`src/rtl/adc_sync_lock_ctrl_if.sv`:
```
// Signal bundle between the ADC SYNC/lock controller and its user.
// The slave side is the controller; the master side drives requests and the ADR toggle.
interface adc_sync_lock_ctrl_if;
  logic       sync_req;
  logic       dr_toggle;
  logic       sync_o;
  logic       busy;
  logic       locked;
  logic       fail;
  logic [1:0] retry_cnt;
  logic [2:0] state_o;

  modport master (
    output sync_req, dr_toggle,
    input  sync_o, busy, locked, fail, retry_cnt, state_o
  );

  modport slave (
    input  sync_req, dr_toggle,
    output sync_o, busy, locked, fail, retry_cnt, state_o
  );
endinterface

```
`src/rtl/adc_sync_lock_ctrl.sv`:
```
// Issues SYNC to the ADC and waits for the divided data-ready toggle to restart and run steadily.
// Re-issues SYNC on timeout or loss of the toggle, and gives up after MAX_RETRY attempts.
module adc_sync_lock_ctrl #(
  parameter int SYNC_WIDTH = 16,
  parameter int TIMEOUT    = 4096,
  parameter int GAP_MAX    = 64,
  parameter int LOCK_EDGES = 256,
  parameter int MAX_RETRY  = 3,
  parameter bit AUTO_START = 1'b1
) (
  input  logic                gclk10m_buf,
  input  logic                sys_rst_n,
  adc_sync_lock_ctrl_if.slave bus
);

  localparam int SCW = (SYNC_WIDTH > 1) ? $clog2(SYNC_WIDTH) : 1;
  localparam int TW  = (TIMEOUT    > 1) ? $clog2(TIMEOUT)    : 1;
  localparam int GW  = (GAP_MAX    > 1) ? $clog2(GAP_MAX)    : 1;
  localparam int EW  = (LOCK_EDGES > 1) ? $clog2(LOCK_EDGES) : 1;

  typedef enum logic [2:0] {
    ST_IDLE    = 3'd0,
    ST_SYNC    = 3'd1,
    ST_WAIT_DR = 3'd2,
    ST_COUNT   = 3'd3,
    ST_LOCKED  = 3'd4,
    ST_FAIL    = 3'd5
  } state_t;

  state_t         r_state;
  state_t         w_next;
  logic           w_retry;
  logic           w_drEdge;
  logic           r_drMeta;
  logic           r_drSync;
  logic           r_drHist;
  logic           r_started;
  logic           r_syncO;
  logic           r_busy;
  logic           r_locked;
  logic           r_fail;
  logic [1:0]     r_retryCnt;
  logic [SCW-1:0] r_syncCnt;
  logic [TW-1:0]  r_timer;
  logic [GW-1:0]  r_gap;
  logic [EW-1:0]  r_edgeCnt;

  // Either polarity of the toggle counts as one edge once it is safely in our domain.
  always_ff @(posedge gclk10m_buf or negedge sys_rst_n) begin
    if (!sys_rst_n) begin
      r_drMeta <= 1'b0;
      r_drSync <= 1'b0;
      r_drHist <= 1'b0;
    end else begin
      r_drMeta <= bus.dr_toggle;
      r_drSync <= r_drMeta;
      r_drHist <= r_drSync;
    end
  end

  assign w_drEdge = r_drSync ^ r_drHist;

  always_comb begin
    w_next  = r_state;
    w_retry = 1'b0;
    case (r_state)
      ST_IDLE:    if (bus.sync_req || (AUTO_START && !r_started)) w_next = ST_SYNC;
      ST_SYNC:    if (r_syncCnt == SCW'(SYNC_WIDTH - 1)) w_next = ST_WAIT_DR;
      ST_WAIT_DR: begin
        if (w_drEdge)                          w_next  = ST_COUNT;
        else if (r_timer == TW'(TIMEOUT - 1))  w_retry = 1'b1;
      end
      ST_COUNT: begin
        if (w_drEdge) begin
          if (r_edgeCnt == EW'(LOCK_EDGES - 1)) w_next = ST_LOCKED;
        end else if (r_gap == GW'(GAP_MAX - 1)) begin
          w_retry = 1'b1;
        end
      end
      ST_LOCKED: begin
        if (bus.sync_req)                                   w_next  = ST_SYNC;
        else if (!w_drEdge && (r_gap == GW'(GAP_MAX - 1)))  w_retry = 1'b1;
      end
      ST_FAIL:    if (bus.sync_req) w_next = ST_SYNC;
      default:    w_next = ST_IDLE;
    endcase
    if (w_retry) w_next = (r_retryCnt < 2'(MAX_RETRY)) ? ST_SYNC : ST_FAIL;
  end

  // Outputs are registered from the next state so they change on the same edge as the state.
  always_ff @(posedge gclk10m_buf or negedge sys_rst_n) begin
    if (!sys_rst_n) begin
      r_state    <= ST_IDLE;
      r_started  <= 1'b0;
      r_syncO    <= 1'b0;
      r_busy     <= 1'b0;
      r_locked   <= 1'b0;
      r_fail     <= 1'b0;
      r_retryCnt <= '0;
      r_syncCnt  <= '0;
      r_timer    <= '0;
      r_gap      <= '0;
      r_edgeCnt  <= '0;
    end else begin
      r_state   <= w_next;
      r_started <= 1'b1;
      r_syncO   <= (w_next == ST_SYNC);
      r_busy    <= (w_next == ST_SYNC) || (w_next == ST_WAIT_DR) || (w_next == ST_COUNT);
      r_locked  <= (w_next == ST_LOCKED);
      r_fail    <= (w_next == ST_FAIL);

      // Automatic retries count up; any other entry into SYNC starts a fresh sequence.
      if (w_retry && (w_next == ST_SYNC))
        r_retryCnt <= r_retryCnt + 1'b1;
      else if ((w_next == ST_SYNC) && (r_state != ST_SYNC))
        r_retryCnt <= '0;

      r_syncCnt <= ((r_state == ST_SYNC) && (w_next == ST_SYNC)) ? r_syncCnt + 1'b1 : '0;
      r_timer   <= ((r_state == ST_WAIT_DR) && (w_next == ST_WAIT_DR)) ? r_timer + 1'b1 : '0;

      if (w_next == ST_COUNT)
        r_edgeCnt <= (r_state == ST_COUNT) ? r_edgeCnt + EW'(w_drEdge) : EW'(1);
      else
        r_edgeCnt <= '0;

      if (((w_next == ST_COUNT) || (w_next == ST_LOCKED)) &&
          ((r_state == ST_COUNT) || (r_state == ST_LOCKED)) && !w_drEdge)
        r_gap <= r_gap + 1'b1;
      else
        r_gap <= '0;
    end
  end

  assign bus.sync_o    = r_syncO;
  assign bus.busy      = r_busy;
  assign bus.locked    = r_locked;
  assign bus.fail      = r_fail;
  assign bus.retry_cnt = r_retryCnt;
  assign bus.state_o   = r_state;

endmodule

```
`src/flat_wrapper.sv`:
```
// flat-port wrapper written by rule: the top's interface ports become plain ports
module adc_sync_lock_ctrl_flat 
#(
  parameter int SYNC_WIDTH = 16,
  parameter int TIMEOUT    = 4096,
  parameter int GAP_MAX    = 64,
  parameter int LOCK_EDGES = 256,
  parameter int MAX_RETRY  = 3,
  parameter bit AUTO_START = 1'b1
)
  (gclk10m_buf, sys_rst_n, bus_sync_req, bus_dr_toggle, bus_sync_o, bus_busy, bus_locked, bus_fail, bus_retry_cnt, bus_state_o);
  adc_sync_lock_ctrl_if bus_i ();
  input  logic gclk10m_buf;
  input  logic sys_rst_n;
  input wire logic [$bits(bus_i.sync_req)-1:0] bus_sync_req;
  input wire logic [$bits(bus_i.dr_toggle)-1:0] bus_dr_toggle;
  output wire logic [$bits(bus_i.sync_o)-1:0] bus_sync_o;
  output wire logic [$bits(bus_i.busy)-1:0] bus_busy;
  output wire logic [$bits(bus_i.locked)-1:0] bus_locked;
  output wire logic [$bits(bus_i.fail)-1:0] bus_fail;
  output wire logic [$bits(bus_i.retry_cnt)-1:0] bus_retry_cnt;
  output wire logic [$bits(bus_i.state_o)-1:0] bus_state_o;
  assign bus_i.sync_req = bus_sync_req;
  assign bus_i.dr_toggle = bus_dr_toggle;
  assign bus_sync_o = bus_i.sync_o;
  assign bus_busy = bus_i.busy;
  assign bus_locked = bus_i.locked;
  assign bus_fail = bus_i.fail;
  assign bus_retry_cnt = bus_i.retry_cnt;
  assign bus_state_o = bus_i.state_o;
  adc_sync_lock_ctrl #(.SYNC_WIDTH(SYNC_WIDTH), .TIMEOUT(TIMEOUT), .GAP_MAX(GAP_MAX), .LOCK_EDGES(LOCK_EDGES), .MAX_RETRY(MAX_RETRY), .AUTO_START(AUTO_START)) u_core (.gclk10m_buf(gclk10m_buf), .sys_rst_n(sys_rst_n), .bus(bus_i));
endmodule
```
`config.mk`:
```
export PLATFORM = sky130hd
export DESIGN_NAME = adc_sync_lock_ctrl_flat
export DESIGN_NICKNAME = d
export VERILOG_FILES = /design/src/rtl/adc_sync_lock_ctrl_if.sv /design/src/rtl/adc_sync_lock_ctrl.sv /design/src/flat_wrapper.sv
export SDC_FILE = /design/constraint.sdc
export NUM_CORES = 1
export LEC_CHECK = 0
export CAP_MARGIN = 10
export CORE_MARGIN = 3
export CORE_UTILIZATION = 58
export DETAILED_ROUTE_END_ITERATION = 12
export PLACE_DENSITY = 0.87
export SKIP_CTS_REPAIR_TIMING = 1
export SYNTH_ARGS = -nofsm -noshare
export SYNTH_HDL_FRONTEND = slang
export SYNTH_SLANG_ARGS = --single-unit
```
`constraint.sdc`:
```
create_clock -name gclk10m_buf -period 2.1 [get_ports gclk10m_buf]
set_input_delay 0.525 -clock gclk10m_buf [delete_from_list [all_inputs] [get_ports gclk10m_buf]]
set_output_delay 0.525 -clock gclk10m_buf [all_outputs]
set_load 0.1 [all_outputs]
```
# Word-level counts from Yosys, hierarchy flattened

Cells that the tools add are included.
Widths: inputs -> output; s select.

Output and inout port bits: 9
Word-level logic and storage cells: 76
Bits of input ports: 4
Bits in registers: 43

Reductions and logical operators: 17
Order comparisons: 1
Mux-type cells: 23
Bitwise operators: 1
Eq/ne operators: 15
Add/sub/neg operators: 5

Operators by type and width:

| cell                  | count |
|---|---|
| $mux 3                | 8 |
| $mux 8                | 2 |
| $pmux 3 s5            | 1 |
| $add 12x1->12 const B | 1 |
| $eq 12x12->1 const B  | 1 |
| $eq 3x2->1 const B    | 4 |
| $eq 3x3->1 const B    | 4 |
| $mux 12               | 1 |
| $add 8x1->8           | 1 |
| $eq 8x8->1 const B    | 1 |
| $logic_and 1x1->1     | 7 |
| $add 6x1->6 const B   | 1 |
| $eq 3x1->1 const B    | 2 |
| $eq 6x6->1 const B    | 1 |
| $mux 1                | 6 |
| $mux 6                | 1 |
| $logic_or 1x1->1      | 5 |
| $add 4x1->4 const B   | 1 |
| $eq 4x4->1 const B    | 1 |
| $mux 2                | 2 |
| $mux 4                | 1 |
| $logic_not 3->1       | 1 |
| $ne 3x1->1 const B    | 1 |
| $pmux 1 s3            | 1 |
| 6 further kinds       | 7 |

# Logic depth before layout (Yosys ltp)

Depth after elaboration: 12
Mapped depth: 8
Depth with buffers taken out: 7

# Least setup slack after synthesis

No wires, ideal clock.

Path type: register to register
Start point: reg u_core.r_state[0] (netlist: u_core.bus.state_o[0])
End point: reg u_core.r_timer[1]
Data arrival time: 2.375 ns
Period minus slack after synthesis: 2.495 ns
Buffers on the path: 1
Cell stages (with the launch flop): 7
Setup slack: -0.395 ns
Library setup time: 0.120 ns
Data required time: 1.980 ns
Path through: dfrtp_1 > buf_4 > and3b_4 > o21ai_2 > a2111o_4 > and2_4 > and3_1

Word-level cells in the longest chain between the ends: 7
Elaborated cells between the ends (all ways): 19
Classes of those cells: 6 x eq/ne; 10 x mux; 3 x reduce/logical

RTL lines:

| what                                                              | RTL line                                           | text |
|---|---|---|
| from (decl)                                                       | adc_sync_lock_ctrl.sv:30                           | `state_t r_state;` |
| from (signal assigned)                                            | adc_sync_lock_ctrl.sv:105                          | `r_state <= w_next;` |
| $eq 3x3->1 / $mux 3 (equally long branches)                       | adc_sync_lock_ctrl.sv:66, adc_sync_lock_ctrl.sv:75 |  |
| $reduce_or 2->1 (no source line) / $mux 3 (equally long branches) | -                                                  |  |
| $pmux 3 s5                                                        | adc_sync_lock_ctrl.sv:66                           | `case (r_state)` |
| $mux 3                                                            | adc_sync_lock_ctrl.sv:87                           | `if (w_retry) w_next = (r_retryCnt < 2'(MAX_RETRY)) ? ST_SYNC : ST_FAIL;` |
| $eq 3x2->1                                                        | adc_sync_lock_ctrl.sv:119                          | `r_timer <= ((r_state == ST_WAIT_DR) && (w_next == ST_WAIT_DR)) ? r_timer + 1'b1 : '0;` |
| $logic_and 1x1->1 (*)                                             | adc_sync_lock_ctrl.sv:119                          |  |
| $mux 12 (*)                                                       | adc_sync_lock_ctrl.sv:119                          |  |
| to (signal assigned)                                              | adc_sync_lock_ctrl.sv:119                          |  |
| to (decl)                                                         | adc_sync_lock_ctrl.sv:44                           | `logic [TW-1:0] r_timer;` |

Every way passes the cells marked *; elsewhere a longest branch is shown, timed or not.
A chain may end at the register's enable or synchronous reset.

# Worst setup path in the final report

Start point: reg u_core.r_state[2] (netlist: u_core.bus.state_o[2])
End point: reg u_core.r_timer[1]

Same word-level chain as after synthesis.

==> flow_summary.json <==
{
  "place_inst": 253,
  "gp_congestion": 0.9328,
  "post_drt_wl_per_cell_um": 14.63,
  "synthesis.nets": 207,
  "cellLeakagePower_nw": 1.070,
  "critPathBufInv": 0,
  "area_delta_synth_final_pct": 12.92,
  "antenna_left": 0,
  "p_sw_mw": 0.4561,
  "max-vdd-ir-drop_uv": 436.0,
  "ys.flop_type": "dfrtp_1",
  "clock-sinks": 43,
  "rsz0062_at_grt": "false",
  "slowest_stage": "dfrtp_4",
  "hold_class": "primary input to async pin",
  "fp-row-count": 21,
  "placed_area_mm2": 0.002308,
  "period_minus_slack_ns": 1.991,
  "worstSetupEndpointType": "flop",
  "firstDrtPassIters": 4,
  "track_usage_pct": 20.75,
  "final_core_util_pct": 69.49,
  "final_common_cell": "dfrtp_1",
  "drv_slew": 0,
  "synth_area_per_cell_um2": 10.67,
  "critPathKind": "flop to flop",
  "rrSetupSlack_ns": 0.11,
  "gr-total-overflow": 0,
  "final_area_mm2": 0.002374,
  "setup_viol": 0,
  "pwr-share-seq_pct": 60.0,
  "combPwrFrac_pct": 16.8,
  "cts_made_buffers": 5,
  "yosys.cell_types.count": 44,
  "status": "completed",
  "ys_async_sr_fraction_pct": 100.0,
  "grt_pass1_vias": 1465,
  "ys_ff_latch": 43,
  "vias": 1485,
  "hpwlAfterDp_um": 2759,
  "critical-path-top-delay-family": "simple AND/OR/NAND/NOR gates",
  "fin_nets": 224,
  "cp_cell_sequence": "and3b_4 -> o21ai_2 -> a2111o_4 -> and2_4 -> and3_1",
  "hold_violations": 0,
  "die_y_um": 66.20,
  "grt_max_degree": 25,
  "fin_hold_ws_ns": 0.1156,
  "fp.coreArea_mm2": 0.003416,
  "die_w_um": 66.20,
  "p_clk_share_pct": 23.1,
  "drv_cap": 0,
  "io_buffer_count": 12,
  "antenna_found_initial": 0,
  "layout_common_cells": "dfrtp_1, nor2_1, nand3_1",
  "powerDensity_mw_per_mm2": 666.6,
  "clock_skew_ns": 0.01538,
  "vias_per_cell": 5.712,
  "ys_warn_count": 0,
  "max_freq_mhz": 502.4,
  "start_util_pct": 61.54,
  "worst_path_largest_cell_delay_ns": 0.55,
  "internal-power_mw": 1.126,
  "finalCritPeriodShare_pct": 94.79,
  "sw_frac_of_total_pct": 28.83,
  "routed_wl_um": 3803,
  "die_area_mm2": 0.004382,
  "clkSlewWorstSetupHoldPaths_ns": 0.12,
  "grt_pass1_wl_um": 6706,
  "reg2reg_depth": 5,
  "clkLatencyLatePin_ns": 0.35,
  "synth-edff-count": 0,
  "num_antenna_cells": 0,
  "cp_max_fo": 8,
  "start_kind": "flop",
  "drt_iter0_markers": 58,
  "layout-drive-gt1-share_pct": 14.95,
  "cp.arrival_ns": 2.23,
  "r2r-end": "u_core.r_timer[1]",
  "reg2reg_from": "u_core.bus.state_o[2]",
  "htree_levels": 2,
  "worstPathRequired_ns": 2.34,
  "num_io_pins": 13,
  "stdcell_count": 260,
  "drc": 0,
  "cts_tree": "yes",
  "netlist_instances": 197,
  "cts_root_buf": "clkbuf_4",
  "post_synth_instance_area_mm2": 0.002102,
  "seq_area_frac_synth_pct": 51.19,
  "clockBufferDepth": 2
}
## power groups by stage
stage	clock, mW	combinational [mW]	sequential [mW]
6_report	0.366	0.267	0.950
5_1_grt	0.420	0.298	0.958
4_1_cts	0.377	0.263	0.948
3_5_place_dp	0	0.262	0.965
3_3_place_gp	0	0.254	0.962
2_1_floorplan	0	0.164	0.968
## cell usage after synthesis, types with 3 or more instances
cell type	count	area, µm²
and4_1	3	26.28
nand3_1	18	90.09
nor2_1	30	112.6
nand4_1	4	25.02
ha_1	6	75.07
dfrtp_1	43	1076
nor3_1	7	35.03
xnor2_1	7	61.31
inv_1	3	11.26
buf_4	3	22.52
and3_1	8	50.05
xor2_1	15	131.4
nor3b_1	4	30.03
nand2_1	10	37.54
## cell type report
cell class | instances | area [µm²]
Tap cell | 46 | 57.56
Multi-Input combinational cell | 145 | 987.2
Timing Repair Buffer | 16 | 185.2
Clock buffer | 7 | 45.04
Inverter | 3 | 11.26
Sequential cell | 43 | 1087
Fill cell | 263 | 1042
## sequential cells by signal (all words and copies together), names as in the netlist
register,count
u_core.r_timer,12
u_core.bus.sync_o,1
u_core.r_edgeCnt,8
u_core.bus.retry_cnt,2
u_core.bus.fail,1
u_core.r_syncCnt,4
u_core.r_started,1
u_core.bus.busy,1
u_core.bus.state_o,3
u_core.r_drHist,1
u_core.r_drMeta,1
u_core.bus.locked,1
u_core.r_drSync,1
u_core.r_gap,6
## how the worst max path moves through the flow
stage | start | end | slack [ns] | depth (start not counted)
2_1_floorplan | u_core.bus.state_o[2] | u_core.r_timer[1] | -0.006 | 6
3_3_place_gp | bus_sync_req | u_core.r_timer[1] | 0.04 | 4
6_report | u_core.bus.state_o[2] | u_core.r_timer[1] | 0.11 | 5
3_5_place_dp | bus_sync_req | u_core.bus.retry_cnt[1] | -0.02 | 5
4_1_cts | u_core.bus.state_o[2] | u_core.bus.sync_o | 0.10 | 5
5_1_grt | u_core.bus.state_o[2] | u_core.bus.retry_cnt[1] | 0.03 | 5
## layer usage
metal  share of wire (%)  global-route usage (%)
met3                 3.7                   5.952
met5                   0                       0
met2                  48                   30.36
met4                 2.6                   9.391
met1                  45                   28.51
## through the flow
stage | power [mW] | TNS (ns) | setup WS (ns)
floorplan | 1.132 | -0.005886 | -0.005886
global placement | 1.216 | 0 | 0.04078
detailed placement | 1.227 | -0.01785 | -0.01785
CTS | 1.588 | 0 | 0.1008
global route | 1.676 | 0 | 0.02547
finish | 1.582 | 0 | 0.1094
## cells by family (layout without fill, tap and decap cells)
family / Yosys count / count (layout) / share of synthesized area (%)
buffers and inverters: 9 / 26 / 2.797
flip-flops: 43 / 43 / 51.19
multiplexers: 2 / 2 / 0.9524
AND/OR/NAND/NOR: 97 / 97 / 24.82
other: 1 / 1 / 0.1784
AO/OA/AOI/OAI: 16 / 16 / 6.548
XOR/XNOR: 23 / 23 / 9.941
adder cells (fa/ha/maj): 6 / 6 / 3.571
Power figures use the tool's default switching activity.
